===== config.mk =====
export PLATFORM = sky130hd
export DESIGN_NAME = rgb_to_yuv_compressor
export DESIGN_NICKNAME = d
export VERILOG_FILES = /design/src/rtl/rgb_to_yuv_compressor.sv
export SDC_FILE = /design/constraint.sdc
export NUM_CORES = 2
export LEC_CHECK = 0
export CAP_MARGIN = 30
export CORE_ASPECT_RATIO = 2
export CORE_UTILIZATION = 40
export CTS_CLUSTER_DIAMETER = 60
export CTS_CLUSTER_SIZE = 40
export DETAILED_ROUTE_END_ITERATION = 8
export PLACE_DENSITY = 0.61
export SYNTH_ARGS = -nofsm -noshare
export SYNTH_HDL_FRONTEND = slang
export SYNTH_SLANG_ARGS = --single-unit
export TNS_END_PERCENT = 50

===== constraint.sdc =====
create_clock -name Clock -period 41.1 [get_ports Clock]
set_clock_uncertainty 0.2 [all_clocks]
set_input_delay 6.165 -clock Clock [delete_from_list [all_inputs] [get_ports Clock]]
set_output_delay 6.165 -clock Clock [all_outputs]
set_load 0.005 [all_outputs]

===== src/rtl/rgb_to_yuv_compressor.sv =====
// Streams a packed RGB image out of SRAM, converts it to YUV and writes 4:2:2 Y, U and V segments.
// Build macro UV_ROUND_EN selects round-half-up chroma decimation; truncation otherwise.
module rgb_to_yuv_compressor #(
    parameter int          WIDTH    = 320,
    parameter int          HEIGHT   = 240,
    parameter logic [17:0] Y_BASE   = 18'd0,
    parameter logic [17:0] U_BASE   = 18'd38400,
    parameter logic [17:0] V_BASE   = 18'd57600,
    parameter logic [17:0] RGB_BASE = 18'd146944
) (
    input  logic        Clock,
    input  logic        Reset,
    input  logic        start,
    input  logic [15:0] SRAM_read_data,
    output logic [17:0] SRAM_address,
    output logic [15:0] SRAM_write_data,
    output logic        SRAM_we_n,
    output logic        finish
);
    localparam int          GROUPS     = WIDTH * HEIGHT / 4;
    localparam logic [15:0] LAST_GROUP = 16'(GROUPS - 1);
`ifdef UV_ROUND_EN
    localparam logic [8:0]  UV_RND     = 9'd1;
`else
    localparam logic [8:0]  UV_RND     = 9'd0;
`endif

    typedef enum logic [2:0] {IDLE, LEAD_IN, CC, LEAD_OUT, DONE} state_t;

    state_t             state_reg;
    logic [3:0]         step_reg;
    logic [15:0]        grp_reg;
    logic               tail_reg, res_valid_reg;
    logic [17:0]        rgb_cnt_reg, y_cnt_reg, u_cnt_reg, v_cnt_reg;
    logic [7:0]         r_reg [4], g_reg [4], b_reg [4];
    logic signed [31:0] acc_reg [12];
    logic signed [31:0] acc_next [12];
    logic [15:0]        y_word0_reg, y_word1_reg, u_word_reg, v_word_reg;

    logic               active;
    logic [3:0]         phase;
    logic signed [31:0] prod [4];
    logic [3:0]         tgt [4];
    logic [7:0]         y_pix [4], u_pix [4], v_pix [4];

    function automatic logic signed [31:0] coef(input logic [1:0] row, input logic [1:0] col);
        case ({row, col})
            4'h0:    coef = 32'sd66;
            4'h1:    coef = 32'sd129;
            4'h2:    coef = 32'sd25;
            4'h4:    coef = -32'sd38;
            4'h5:    coef = -32'sd74;
            4'h6:    coef = 32'sd112;
            4'h8:    coef = 32'sd112;
            4'h9:    coef = -32'sd94;
            4'hA:    coef = -32'sd18;
            default: coef = 32'sd0;
        endcase
    endfunction

    function automatic logic [7:0] clip8(input logic signed [31:0] acc, input logic signed [31:0] off);
        logic signed [31:0] v;
        v = (acc >>> 8) + off;
        if (v < 0)        clip8 = 8'd0;
        else if (v > 255) clip8 = 8'd255;
        else              clip8 = v[7:0];
    endfunction

    function automatic logic [7:0] avg2(input logic [7:0] a, input logic [7:0] b);
        logic [8:0] s;
        s = {1'b0, a} + {1'b0, b} + UV_RND;
        avg2 = s[8:1];
    endfunction

    // The 36 products of a 4-pixel group are laid out linearly (pixel, row, colour) and
    // consumed four per cycle over nine phases; phase 9 latches results and clears.
    always_comb begin
        active = (state_reg == CC) || (state_reg == LEAD_OUT);
        phase  = (step_reg >= 4'd3) ? step_reg - 4'd3 : step_reg + 4'd7;
    end

    generate
        for (genvar gi = 0; gi < 4; gi++) begin : g_mult
            logic [5:0]         n;
            logic [1:0]         pix, row, col;
            logic [7:0]         sample;
            logic signed [31:0] mult_a, mult_b, mult_p;
            always_comb begin
                n   = {phase, 2'b00} + 6'(gi);
                pix = 2'(n / 6'd9);
                row = 2'((n % 6'd9) / 6'd3);
                col = 2'(n % 6'd3);
                case (col)
                    2'd0:    sample = r_reg[pix];
                    2'd1:    sample = g_reg[pix];
                    default: sample = b_reg[pix];
                endcase
                mult_a = coef(row, col);
                mult_b = $signed({24'd0, sample});
                mult_p = mult_a * mult_b;
            end
            assign prod[gi] = mult_p;
            assign tgt[gi]  = {2'b00, pix} * 4'd3 + {2'b00, row};
        end

        for (genvar gi = 0; gi < 4; gi++) begin : g_pix
            assign y_pix[gi] = clip8(acc_reg[3*gi],     32'sd16);
            assign u_pix[gi] = clip8(acc_reg[3*gi + 1], 32'sd128);
            assign v_pix[gi] = clip8(acc_reg[3*gi + 2], 32'sd128);
        end
    endgenerate

    always_comb begin
        for (int i = 0; i < 12; i++) acc_next[i] = acc_reg[i];
        for (int k = 0; k < 4; k++) acc_next[tgt[k]] = acc_next[tgt[k]] + prod[k];
    end

    always_ff @(posedge Clock) begin
        if (Reset) begin
            state_reg       <= IDLE;
            step_reg        <= '0;
            grp_reg         <= '0;
            tail_reg        <= 1'b0;
            res_valid_reg   <= 1'b0;
            rgb_cnt_reg     <= '0;
            y_cnt_reg       <= '0;
            u_cnt_reg       <= '0;
            v_cnt_reg       <= '0;
            y_word0_reg     <= '0;
            y_word1_reg     <= '0;
            u_word_reg      <= '0;
            v_word_reg      <= '0;
            SRAM_address    <= '0;
            SRAM_write_data <= '0;
            SRAM_we_n       <= 1'b1;
            finish          <= 1'b0;
            for (int i = 0; i < 4; i++) begin
                r_reg[i] <= '0;
                g_reg[i] <= '0;
                b_reg[i] <= '0;
            end
            for (int i = 0; i < 12; i++) acc_reg[i] <= '0;
        end else begin
            finish    <= 1'b0;
            SRAM_we_n <= 1'b1;
            if (active) begin
                // Read data lands three steps after the issuing step.
                case (step_reg)
                    4'd1:    {r_reg[0], g_reg[0]} <= SRAM_read_data;
                    4'd2:    {b_reg[0], r_reg[1]} <= SRAM_read_data;
                    4'd3:    {g_reg[1], b_reg[1]} <= SRAM_read_data;
                    4'd4:    {r_reg[2], g_reg[2]} <= SRAM_read_data;
                    4'd5:    {b_reg[2], r_reg[3]} <= SRAM_read_data;
                    4'd6:    {g_reg[3], b_reg[3]} <= SRAM_read_data;
                    default: ;
                endcase
                if (step_reg == 4'd2) begin
                    y_word0_reg   <= {y_pix[0], y_pix[1]};
                    y_word1_reg   <= {y_pix[2], y_pix[3]};
                    u_word_reg    <= {avg2(u_pix[0], u_pix[1]), avg2(u_pix[2], u_pix[3])};
                    v_word_reg    <= {avg2(v_pix[0], v_pix[1]), avg2(v_pix[2], v_pix[3])};
                    res_valid_reg <= (state_reg == CC && grp_reg != '0) ||
                                     (state_reg == LEAD_OUT && tail_reg);
                    for (int i = 0; i < 12; i++) acc_reg[i] <= 32'sd128;
                end else begin
                    for (int i = 0; i < 12; i++) acc_reg[i] <= acc_next[i];
                end
                if (step_reg >= 4'd4 && step_reg <= 4'd7 && res_valid_reg) begin
                    SRAM_we_n <= 1'b0;
                    case (step_reg[1:0])
                        2'd0: begin
                            SRAM_address    <= Y_BASE + y_cnt_reg;
                            SRAM_write_data <= y_word0_reg;
                            y_cnt_reg       <= y_cnt_reg + 18'd1;
                        end
                        2'd1: begin
                            SRAM_address    <= Y_BASE + y_cnt_reg;
                            SRAM_write_data <= y_word1_reg;
                            y_cnt_reg       <= y_cnt_reg + 18'd1;
                        end
                        2'd2: begin
                            SRAM_address    <= U_BASE + u_cnt_reg;
                            SRAM_write_data <= u_word_reg;
                            u_cnt_reg       <= u_cnt_reg + 18'd1;
                        end
                        default: begin
                            SRAM_address    <= V_BASE + v_cnt_reg;
                            SRAM_write_data <= v_word_reg;
                            v_cnt_reg       <= v_cnt_reg + 18'd1;
                        end
                    endcase
                end
            end

            case (state_reg)
                IDLE: if (start) begin
                    state_reg     <= LEAD_IN;
                    step_reg      <= '0;
                    grp_reg       <= '0;
                    tail_reg      <= 1'b0;
                    res_valid_reg <= 1'b0;
                    rgb_cnt_reg   <= '0;
                    y_cnt_reg     <= '0;
                    u_cnt_reg     <= '0;
                    v_cnt_reg     <= '0;
                end
                LEAD_IN: begin
                    if (step_reg != 4'd0) begin
                        SRAM_address <= RGB_BASE + rgb_cnt_reg;
                        rgb_cnt_reg  <= rgb_cnt_reg + 18'd1;
                    end
                    if (step_reg == 4'd2) begin
                        state_reg <= CC;
                        step_reg  <= '0;
                    end else begin
                        step_reg <= step_reg + 4'd1;
                    end
                end
                CC: begin
                    // Steps 8/9 prefetch the next group's first two words.
                    if (step_reg <= 4'd3 || (step_reg >= 4'd8 && grp_reg != LAST_GROUP)) begin
                        SRAM_address <= RGB_BASE + rgb_cnt_reg;
                        rgb_cnt_reg  <= rgb_cnt_reg + 18'd1;
                    end
                    if (step_reg == 4'd3 && grp_reg == LAST_GROUP) begin
                        state_reg <= LEAD_OUT;
                        step_reg  <= 4'd4;
                    end else if (step_reg == 4'd9) begin
                        step_reg <= '0;
                        grp_reg  <= grp_reg + 16'd1;
                    end else begin
                        step_reg <= step_reg + 4'd1;
                    end
                end
                LEAD_OUT: begin
                    if (tail_reg && step_reg == 4'd7) begin
                        state_reg <= DONE;
                        finish    <= 1'b1;
                    end else if (step_reg == 4'd9) begin
                        step_reg <= '0;
                        tail_reg <= 1'b1;
                    end else begin
                        step_reg <= step_reg + 4'd1;
                    end
                end
                default: state_reg <= IDLE;
            endcase
        end
    end
endmodule

==> results by group, run 1 <==
Synth
  – Number of synthesis warnings: 0
  – Syn_nets: 11,700
  – Ys async rst share: 0
  – EDFF count, synth: 384
  – Primary FF master, synth: edfxtp_1
  – Synth top area share: 0.139
  – Mux contribution to synthesized area: 0.108
  – Synth top cells by count: 1,569 x nand2_1, 1,493 x nor2_1, 1,121 x a21oi_1
  – Synth Area in XOR/XNOR: 0.0299
  – Cells after Synth: 10,900
  – Post-Syn Area: between 0.08 and 0.09 mm2
  – Synth top area cells: edfxtp_1 14%, fa_1 8.9%, mux4_2 7.2%, nand2_1 7.1%, dfxtp_1 7.1%
  – Cell taking the most area after synthesis: edfxtp_1
  – Count leader, synth: nand2_1
  – Post-Synth Adder-Cell Area: 0.145
  – Distinct cells, synth: approximately 120
  – Register area share after synthesis: 0.210
  – Yosys reg bits: slightly below 700
  – Post-Synth Simple-Gate Area: 0.208
  – Compound-gate portion of the synthesized area: 0.228
  – Combinational family with the most area after synthesis: compound AO/OA/AOI/OAI gates
  – Syn_area_per_cell: 7.61 um2

Clock tree
  – Post-CTS setup buffers: 0
  – CTS H-tree depth: 3
  – Sink Count: between 600 and 700
  – Clock Tree Root: clkbuf_16
  – Post-CTS Hold Buffers: 0
  – CTS Buffer Depth: 3
  – TritonCTS buffer count: 77
  – Post_cts resized: 0

GRT
  – Largest net degree at the start of global routing: approximately 140
  – First-pass GRT wire length: approximately 1,000,000 um
  – Remaining global-route overflow: 618
  – GRT Total Usage: 0.709
  – Vias in the first global route: about 110k

Placement
  – Routability cong.: between 1 and 1.5
  – Port bufs: 54
  – HPWL after detailed placement: roughly 460,000 um

Floorplan
  – Die width: approximately 320 um
  – IO Pins: 55
  – Rows: ~240
  – Starting Density: 0.402
  – Die Height: ~650 um

Status
  – Outcome: stopped before the end
  – Fail Step: global routing (5_1_grt)
  – Halt Reason: [ERROR GRT-0116] Global routing finished with congestion. Check the congestion regions in the DRC Viewer.
## cell families after synthesis
kind of cell             after synthesis
AO/OA/AOI/OAI                       3075
XOR/XNOR                             280
multiplexers                         562
flip-flops                           677
adder cells (fa/ha/maj)              740
AND/OR/NAND/NOR                     4032
buffers and inverters               1552
## per-layer routing
| metal | track usage | overflow |
|---|---|---|
| met1 | 0.706 | 6 |
| met2 | 0.884 | 352 |
| met3 | 0.531 | 3 |
| met4 | 0.730 | 257 |
| met5 | 0.219 | 0 |
## per-stage QoR
step	setup WS, ns	instance area (um2)	utilization	std cells
after CTS	10.37	92200	0.447	13600
after floorplan	16.49	83000	-	10900
after detailed placement	10.51	89400	0.433	13500
after global placement	10.09	88800	0.430	13400
==> run 2: changes to the inputs <==
- CORE_ASPECT_RATIO: 2 -> not set
- CORE_UTILIZATION: 40 -> 25
- CTS_CLUSTER_DIAMETER: 60 -> not set
- CTS_CLUSTER_SIZE: 40 -> not set
- PLACE_DENSITY: 0.61 -> not set
- PLACE_DENSITY_LB_ADDON: not set -> 0.15
==> run 2 against run 1 <==
Net effect: the run now ends clean; synthesized cell count is the same; area after synthesis is the same.
==> results by group, run 2 <==
Routing
  – Drt first pass iters: 9
  – Antenna Violating Nets Remaining: 0
  – Routed len/inst: 38.5 um
  – Via density per instance: between 6 and 7
  – Vias: 93,900
  – DRT Wirelength: between 500,000 and 600,000 um
  – DRC: 0
  – First DRT Iteration DRCs: between 15,000 and 20,000

Finish
  – Most frequent cells in the layout: 1,528 x nand2_1, 1,446 x nor2_1, 1,120 x a21oi_1, 733 x inv_1, 692 x o21ai_0
  – Max FFs per register: 384
  – Synth-to-layout area growth: 13.4%
  – Fin nets: between 10,000 and 15,000
  – Area occupied by multi-input gates: around 0.061 mm2
  – Register area: ~0.017 mm2
  – Fill count: about 36,000
  – Layout cells sized above 1: 0.109
  – Commonest non-fill, non-tap cell in the layout: nand2_1

Synth
  – Synth top cells by count: 1,569 x nand2_1, 1,493 x nor2_1, 1,121 x a21oi_1
  – Primary FF master, synth: edfxtp_1
  – Register area share after synthesis: 0.210 (unchanged)
  – Cells after Synth: 10,900 (unchanged)
  – Synth top area share: 0.139 (unchanged)
  – Synth top area cells: edfxtp_1 14%, fa_1 8.9%, mux4_2 7.2%, nand2_1 7.1%, dfxtp_1 7.1%
  – Ys async rst share: 0 (unchanged)
  – Count leader, synth: nand2_1
  – Syn_area_per_cell: 7.61 um2 (unchanged)
  – Post-Syn Area: 0.0830 mm2 (unchanged)
  – EDFF count, synth: 384 (unchanged)
  – Syn_nets: 11,700 (unchanged)
  – Distinct cells, synth: 118 (unchanged)
  – Yosys reg bits: 677 (unchanged)
  – Number of synthesis warnings: 0 (unchanged)
  – Cell taking the most area after synthesis: edfxtp_1

GRT
  – Remaining global-route overflow: 0
  – First-pass GRT wire length: a little under 800,000 um
  – Largest net degree at the start of global routing: 117
  – GRT Total Usage: 0.341
  – Vias in the first global route: 85,900
  – Antenna violations before repair: 60

Status
  – Outcome: finished clean

Clock tree
  – CTS Buffer Depth: 4 (+1)
  – Clock transition at path regs: 0.06 ns
  – Post-CTS Hold Buffers: 0 (unchanged)
  – Post-CTS setup buffers: 0 (unchanged)
  – TritonCTS buffer count: 105 (+36%)
  – Post_cts resized: 0 (unchanged)
  – CTS tree: done
  – CTS H-tree depth: 3 (unchanged)
  – Clock Tree Root: clkbuf_16
  – Clk_lat worst skew: roughly 0.95 ns
  – Sink Count: 677 (unchanged)

Placement
  – HPWL after detailed placement: 427,000 um (-8.0%)
  – Routability cong.: 1.08 (-13%)
  – Port bufs: 54 (unchanged)

Setup path
  – Critical Path Max Stage Delay: a little under 0.9 ns
  – Crit-path max FO: 85
  – Slowest cell on the critical path: dfxtp_1
  – Path type of the worst setup path: flop to flop
  – CP startpoint kind: flop
  – Most numerous cell on the critical path: nor2_1
  – Critical path arrival: approximately 32 ns
  – Critical path data required time: 41.45 ns
  – Crit path capture type: flop

Floorplan
  – Core ar.: 0.331 mm2
  – IO Pins: 55 (unchanged)
  – Starting Density: 0.251 (-0.151)
  – Rows: 211 (-11%)
  – Die width: 578 um (+78%)
  – Die Height: 578 um (-11%)
  – Die area: around 0.33 mm2

STA
  – Tmin final: between 30 and 40 ns
  – RSZ-0062 raised after global routing: no
  – Final setup TNS: 0 ns
  – Max frequency: about 0.031 GHz
  – Fin crit share: 0.773
  – Slew margin rel.: 0.198
  – Worst-Margin Slew: approximately 1.2 ns
  – # setup viols final: 0
  – Final hold vios: 0
  – Max Slew Vio Count: 0

Job
  – Max_cap viols: 0

Min path
  – Worst min-delay path category: flop to flop
[run 2: cell counts after synthesis]
Identical to the previous run, type by type.
[run 2: layout make-up]
cell class	count	area share
clock buffer	128	0.0301
tap	4366	0.0580
timing repair buffer	532	0.0465
antenna	53	0.00141
multi-input combinational	8689	0.643
inverter	753	0.0302
sequential	677	0.185
clock inverter	64	0.00625
[run 2: worst max-delay path, delay by kind of cell, from the launching register on]
family	cells	cell delay (ns)
muxes	6	1.95
and+or+nand+nor	23	4.53
DFF	1	0.89
AOI/OAI and AO/OA	40	12.10
buffers and inverters	12	3.07
xor gates and xnor gates	3	1.85
adders and majority gates	16	6.59
[run 2: worst paths after layout]
kind,from,end,slack [ns],cells past startpoint
setup / recovery,step_reg[0],acc_reg[2][127],9.34,100
hold / removal,v_word_reg[12],v_word_reg[12],0.25,2
setup reg to reg,step_reg[0],acc_reg[2][127],9.34,100
hold reg to reg,v_word_reg[12],v_word_reg[12],0.25,2
[run 2: kinds of logic (layout without fill, tap and decap cells)]
family,Yosys count,after routing,share of synthesized area
and+or+nand+nor,4032,4032,0.208
AOI/OAI and AO/OA,3075,3075,0.228
buffers and inverters,1552,1477,0.0710
adders and majority gates,740,740,0.145
DFF,677,677,0.210
muxes,562,562,0.108
xor gates and xnor gates,280,280,0.0299
other,0,53,0
[run 2: stage by stage]
step / hold slack, ns / worst slack [ns] / util / cells / cell area [um2]
final: 0.249 / 9.34 / 0.285 / 15300 / 94200
after CTS: 0.251 / 10.32 / 0.284 / 15200 / 93900
after floorplan: 0.231 / 16.49 / - / 10900 / 83000
after detailed placement: 0.245 / 10.59 / 0.274 / 15000 / 90400
after global routing: 0.265 / 8.12 / 0.285 / 15200 / 94000
after global placement: 0.240 / 10.30 / 0.272 / 15000 / 90000
[run 2: layer usage]
metal | global-route usage | vias up | share of wire
li1 | - | 38400 | -
met1 | 0.420 | 45900 | 0.38
met2 | 0.485 | 7349 | 0.40
met3 | 0.115 | 2141 | 0.12
met4 | 0.269 | 26 | 0.095
met5 | 0 | - | 0.00030
Power of run 2 is left out: the tool's default activity adds up to more than one toggle a clock period on the data nets, which glitch-free logic cannot reach.
